[src/rtl/engine_arbiter_pkg.sv]
// Shared definitions for the engine arbiter: FSM state encoding and default
// parameter values used by the top and the round-robin picker.
package engine_arbiter_pkg;

  localparam int NUM_REQ_DEF = 4;
  localparam int DW_DEF      = 16;
  localparam int RW_DEF      = 32;
  localparam int TIMEOUT_DEF = 255;

  typedef enum logic [2:0] {
    S_IDLE  = 3'd0,
    S_GRANT = 3'd1,
    S_START = 3'd2,
    S_WAIT  = 3'd3,
    S_RESP  = 3'd4,
    S_ABORT = 3'd5
  } state_t;

endpackage

[src/rtl/engine_arbiter_rr_pick.sv]
// Combinational round-robin picker: first set request strictly after rr_ptr,
// wrapping modulo NUM_REQ; returns a one-hot select, its index and a found flag.
module engine_arbiter_rr_pick
  import engine_arbiter_pkg::*;
#(
  parameter int NUM_REQ = NUM_REQ_DEF,
  parameter int IW      = $clog2(NUM_REQ)
) (
  input  logic [NUM_REQ-1:0] req,
  input  logic [IW-1:0]      rr_ptr,
  output logic [NUM_REQ-1:0] sel,
  output logic [IW-1:0]      idx,
  output logic               found
);

  logic [IW-1:0] cand;

  // NUM_REQ is a power of two, so IW-bit addition wraps for free;
  // i == NUM_REQ lands back on rr_ptr itself as the lowest priority.
  always_comb begin
    sel   = '0;
    idx   = '0;
    found = 1'b0;
    cand  = '0;
    for (int i = 1; i <= NUM_REQ; i++) begin
      cand = rr_ptr + IW'(i);
      if (!found && req[cand]) begin
        found = 1'b1;
        idx   = cand;
      end
    end
    sel[idx] = found;
  end

endmodule

[src/rtl/engine_arbiter.sv]
// Round-robin scheduler sharing one start/done engine among NUM_REQ requesters,
// with a watchdog on the engine response.
//
// state   | meaning
// IDLE    | no owner; pick next requester round-robin
// GRANT   | owner latched, operand presented and stable
// START   | one-cycle eng_start pulse, watchdog cleared
// WAIT    | waiting for eng_done, watchdog counting
// RESP    | ack pulse to owner, result valid on rsp_data
// ABORT   | err pulse to owner after watchdog expiry
module engine_arbiter
  import engine_arbiter_pkg::*;
#(
  parameter int NUM_REQ = NUM_REQ_DEF,
  parameter int DW      = DW_DEF,
  parameter int RW      = RW_DEF,
  parameter int TIMEOUT = TIMEOUT_DEF
) (
  input  logic                  clk,
  input  logic                  rst,
  input  logic [NUM_REQ-1:0]    req,
  input  logic [NUM_REQ*DW-1:0] req_data,
  output logic [DW-1:0]         eng_din,
  output logic                  eng_start,
  input  logic                  eng_done,
  input  logic [RW-1:0]         eng_dout,
  output logic [NUM_REQ-1:0]    grant,
  output logic [NUM_REQ-1:0]    ack,
  output logic [NUM_REQ-1:0]    err,
  output logic [RW-1:0]         rsp_data,
  output logic                  busy
);

  localparam int IW = $clog2(NUM_REQ);
  localparam int WW = $clog2(TIMEOUT + 1);

  state_t            state, state_nxt;
  logic [IW-1:0]     rr_ptr, owner, pick_idx;
  logic [NUM_REQ-1:0] pick_sel;
  logic              pick_found;
  logic [WW-1:0]     wd_cnt;
  logic              wd_expired;

  engine_arbiter_rr_pick #(.NUM_REQ(NUM_REQ), .IW(IW)) u_rr_pick (
    .req    (req),
    .rr_ptr (rr_ptr),
    .sel    (pick_sel),
    .idx    (pick_idx),
    .found  (pick_found)
  );

  assign wd_expired = (wd_cnt == WW'(TIMEOUT - 1));

  always_ff @(posedge clk or negedge rst) begin
    if (!rst) state <= S_IDLE;
    else      state <= state_nxt;
  end

  // Outputs decode straight from the state register so an async reset
  // drops eng_start/ack/err/busy immediately.
  always_comb begin
    state_nxt = state;
    eng_start = 1'b0;
    ack       = '0;
    err       = '0;
    busy      = (state != S_IDLE);
    case (state)
      S_IDLE:  if (pick_found) state_nxt = S_GRANT;
      S_GRANT: state_nxt = S_START;
      S_START: begin
        eng_start = 1'b1;
        state_nxt = S_WAIT;
      end
      S_WAIT: begin
        if (eng_done)        state_nxt = S_RESP;
        else if (wd_expired) state_nxt = S_ABORT;
      end
      S_RESP: begin
        ack       = grant;
        state_nxt = S_IDLE;
      end
      S_ABORT: begin
        err       = grant;
        state_nxt = S_IDLE;
      end
      default: state_nxt = S_IDLE;
    endcase
  end

  always_ff @(posedge clk or negedge rst) begin
    if (!rst) begin
      rr_ptr   <= IW'(NUM_REQ - 1);
      owner    <= '0;
      grant    <= '0;
      eng_din  <= '0;
      rsp_data <= '0;
      wd_cnt   <= '0;
    end else begin
      case (state)
        S_IDLE: begin
          if (pick_found) begin
            owner   <= pick_idx;
            grant   <= pick_sel;
            eng_din <= req_data[int'(pick_idx)*DW +: DW];
          end
        end
        S_START: wd_cnt <= '0;
        S_WAIT: begin
          wd_cnt <= wd_cnt + WW'(1);
          if (eng_done) rsp_data <= eng_dout;
        end
        S_RESP, S_ABORT: begin
          rr_ptr <= owner;
          grant  <= '0;
        end
        default: ;
      endcase
    end
  end

endmodule

[config.mk]
export PLATFORM = sky130hd
export DESIGN_NAME = engine_arbiter
export DESIGN_NICKNAME = d
export VERILOG_FILES = /design/src/rtl/engine_arbiter_pkg.sv /design/src/rtl/engine_arbiter_rr_pick.sv /design/src/rtl/engine_arbiter.sv
export SDC_FILE = /design/constraint.sdc
export NUM_CORES = 1
export LEC_CHECK = 0
export CORE_AREA = 4 4 96 98
export CTS_CLUSTER_SIZE = 12
export DETAILED_ROUTE_END_ITERATION = 10
export DIE_AREA = 0 0 100 102
export GPL_TIMING_DRIVEN = 0
export PLACE_DENSITY_LB_ADDON = 0.05
export SYNTH_ARGS = -nofsm -noshare
export SYNTH_HDL_FRONTEND = slang
export SYNTH_SLANG_ARGS = --single-unit
[constraint.sdc]
create_clock -name clk -period 2.05 [get_ports clk]
set_input_delay 0.3075 -clock clk [delete_from_list [all_inputs] [get_ports clk]]
set_output_delay 0.3075 -clock clk [all_outputs]
set_load 0.05 [all_outputs]
==> results summary <==
The top cell family by delay on the critical path is buffers and inverters. Cells with a size suffix above 1 make up 18.7% of the layout. The initial antenna violation count is 0. The setup slack at placement came out at -0.412 ns.

The highest fanout seen on the critical path is 10. The largest vdd supply drop came out at 635 uV. The setup slack of the critical path after layout came out at 0.116 ns. Data on the critical path arrives at its endpoint at 1.63 ns. The placed cell count is 587. The proportion of netlist area held by the largest area contributor is 48.6%. The max-slew violation count is 0. From synthesis to final layout, the design area changed by 57.4%. The total via count after detailed routing came out at 3124.

The number of global-route vias before repair is 3151. Summed over all nets, the switching power comes to 0.00408 W. The most heavily used metal layer in global routing is met2.

The part of the total power dissipated in sequential elements came out at 27.0%. The period utilization came out at 94.3%. The standard cell core area is 0.00847 mm^2. The via count normalized by instance count came out at 5.20. The total buffers and inverters traversed by the critical path came out at 2. In this run, the combinational gates consume 59.9% of the power. The proportion of synthesized chip area in sequential cells came out at 50.2%. The detailed-router iteration count before antenna repair came out at 4. The summed instance area of the synthesized netlist came out at 0.00334 mm^2.

The remaining antenna violation count came out at 0. The leakage power figure is 2.20 nW. The synthesized area per cell is 10.5 um^2. The initial cell density of the core is 39.5%. The worst setup path is captured at an output pin.

The global routing usage summed across all routing layers came out at 19.3%. The number of sinks on the clock net is 67. The clock transition at the registers of the reported paths came out at 0.08 ns.

Entering global routing, the biggest net connects 68 pins. The maximum clock frequency is 0.517 GHz. The predominant post-synthesis flop cell is dfrtp_1. TritonCTS created 9 clock buffers. The count of placed standard cells in the final layout, fillers left out is 601.

The slowest stage of the critical path is the dfrtp_1 cell. Power spread over the standard cell area amounts to 1620 mW/mm^2. Synthesis produced 318 cells. Buffers inserted to repair hold after CTS numbered 0. Across the run, the number of max-cap violations was 0. The global-route wire length before repair came out at 15.5 mm.

The congestion estimate from routability-driven global placement came to 0.811. The clock passes through at most 2 buffers. The number of enable-type register cells in the synthesized netlist is 0. The overall die area is 0.0102 mm^2. The number of antenna diodes in the final layout is 0. The met3 track utilization from global routing is 6.76%. The run finished with clean final reports.

The type of the worst setup path is reg2out. The cell sitting at the root of the clock tree is a clkbuf_8. Walking the worst path, the cells encountered are nand2b_1 > buf_2 > nor2_1 > clkbuf_4. The final-layout fill cell count came out at 745.

The finished layout cell area came out at 0.00526 mm^2. The worst pin sits at a relative slew slack of 43.8%. From bottom edge to top edge, the die measures 102 um. In this run, the number of DRC markers left after iteration 0 of detailed routing was 75. The number of nets in the layout came out at 593. The internal portion of the total power is 0.00445 W.

The number of H-tree levels is 3. The final hold violation count is 0. For the final database, setup skew stands at 0.0117 ns. The share of flip-flops with an asynchronous set or reset is 100%. The net switching share of the total power came out at 47.8%.

For the finished layout, the period the worst path requires is 1.93 ns. In the final routed layout, each cell accounts on average for 16.2 um. The sum of overflow across all layers after global routing is 0.

In this run the worst hold path is classified as in2async. The number of endpoints failing setup at the final stage came out at 0. The DRC violations left is 0.

TritonCTS built the clock tree. The final layout contains routed wiring with a total length of 9.74 mm. The count of synthesis-stage warnings from yosys came out at 0. At the pin with the least slew margin, the transition time is 0.843 ns. The placed instances occupy a cell area of 0.00509 mm^2. The row count is 34.

The worst setup path is launched from a flop. The post-synthesis net count came out at 423. The floorplan step set the die width to 100 um. The clock insertion delay at the later pin of the skew report is 0.34 ns. Data on the critical path is required at its endpoint by 1.74 ns. By area the synthesized netlist is led by dfrtp_1 49%, mux2_2 11%, a221oi_1 4.5%, nand2_1 4.4%, o211ai_1 3.6%. Counting flops and latches in the post-synthesis netlist gives 67. Setup repair after global routing could not meet its margin everywhere. The number of port buffers came out at 161. The largest total area in the synthesized netlist belongs to dfrtp_1. The met1 usage is 22.0%. During I/O placement, the number of pins put on the boundary was 165.

The met2 track demand over resource came out at 33.7%. After legalization and detailed placement, the total HPWL measured 7.42 mm. The distinct cell type count after synthesis is 43.

The clock share of power came out at 13.1%. The largest single stage delay on the critical path is 0.44 ns.
## cells by family after synthesis
logic type                 synth area share, %
buffers and inverters                     4.45
DFF                                       50.2
adders and majority gates                0.748
muxes                                     12.9
AOI/OAI and AO/OA                         17.7
and+or+nand+nor                           14.1
## metrics by stage
step / TNS [ns] / util [%] / power, W / hold slack [ns]
2_1_floorplan: 0 / - / 0.00569 / 0.0119
3_3_place_gp: -116.38 / 60.1 / 0.00739 / 0.464
3_5_place_dp: -4.87 / 60.1 / 0.00746 / 0.470
4_1_cts: 0 / 62.6 / 0.00859 / 0.0979
5_1_grt: -0.00608 / 62.2 / 0.00904 / 0.122
6_report: 0 / 62.2 / 0.00853 / 0.0635
## metal layers
layer,vias up,wire length [um],part of all wire (%)
met3,18,962,9.9
met2,128,4830,50
li1,1507,-,-
met5,-,0,0
met1,1471,3700,38
met4,0,248,2.5
## worst paths after layout
path,from,endpoint,slack [ns],depth (start not counted)
hold / removal,rst,rsp_data[18],0.06,1
max in group asynchronous,rst,grant[1],1.43,1
hold reg to reg,owner[0],rr_ptr[0],0.49,2
setup reg to reg,rr_ptr[0],eng_din[15],0.18,6
setup / recovery,state[2],eng_start,0.12,4
min in group clk,req[3],state[0],0.44,4
## power groups by stage
stage | combinational [W] | clock (W) | sequential (W)
floorplan | 0.00162 | 0 | 0.00407
global placement | 0.00510 | 0 | 0.00229
detailed placement | 0.00514 | 0 | 0.00232
CTS | 0.00514 | 0.00115 | 0.00230
global route | 0.00543 | 0.00121 | 0.00240
finish | 0.00511 | 0.00112 | 0.00230
## sequential cells by signal, indices dropped and copies added, names as in the netlist
register / count
rsp_data: 32
grant: 4
owner: 2
state: 3
wd_cnt: 8
rr_ptr: 2
eng_din: 16
## cells in the final DEF (no fill, tap or decap), types with 3 or more instances in the layout
cell	synthesis	final
dfrtp_1	65	65
clkbuf_2	0	3
clkdlybuf4s50_1	0	150
mux2_2	32	32
and3_1	9	9
a31oi_1	17	17
a21oi_1	6	6
nor2b_1	4	4
buf_2	11	20
nand2_1	39	39
clkbuf_1	11	4
o21ai_0	10	10
nor2_1	22	22
clkbuf_8	0	10
nand2b_1	7	7
mux2i_1	4	4
buf_4	2	3
nand3_1	8	8
inv_1	4	3
o211ai_1	16	16
a221oi_1	17	17
## what timing repair did
action | in CTS | in global routing
gates resized for setup | 36 | 23
setup buffers | 0 | 0
endpoints found under the setup margin | 11 | 20
gates cloned | 0 | 0
## cells in the mapped netlist (3+ instances only)
cell type,n
mux2_2,32
o211ai_1,16
clkbuf_1,11
nand2_1,39
nand3_1,8
mux2i_1,4
a21oi_1,6
a31oi_1,17
dfrtp_1,65
buf_2,11
and3_1,9
a221oi_1,17
nor3_1,3
nor2_1,22
nor2b_1,4
nand2b_1,7
o21ai_0,10
inv_1,4
## layout make-up
| class | instances | area, um^2 | share of cell area (%) |
|---|---|---|---|
| clock buffers | 10 | 138 | 2.62 |
| plain buffers | 24 | 135 | 2.57 |
| repair buffers | 161 | 1570 | 29.7 |
| inverters | 4 | 18.8 | 0.357 |
| clock inverters | 6 | 65.1 | 1.24 |
| well taps | 108 | 135 | 2.57 |
| multi-input cells | 221 | 1530 | 29.0 |
| flip-flops and latches | 67 | 1680 | 31.9 |
Note: power is estimated with default switching activity, not from simulation.
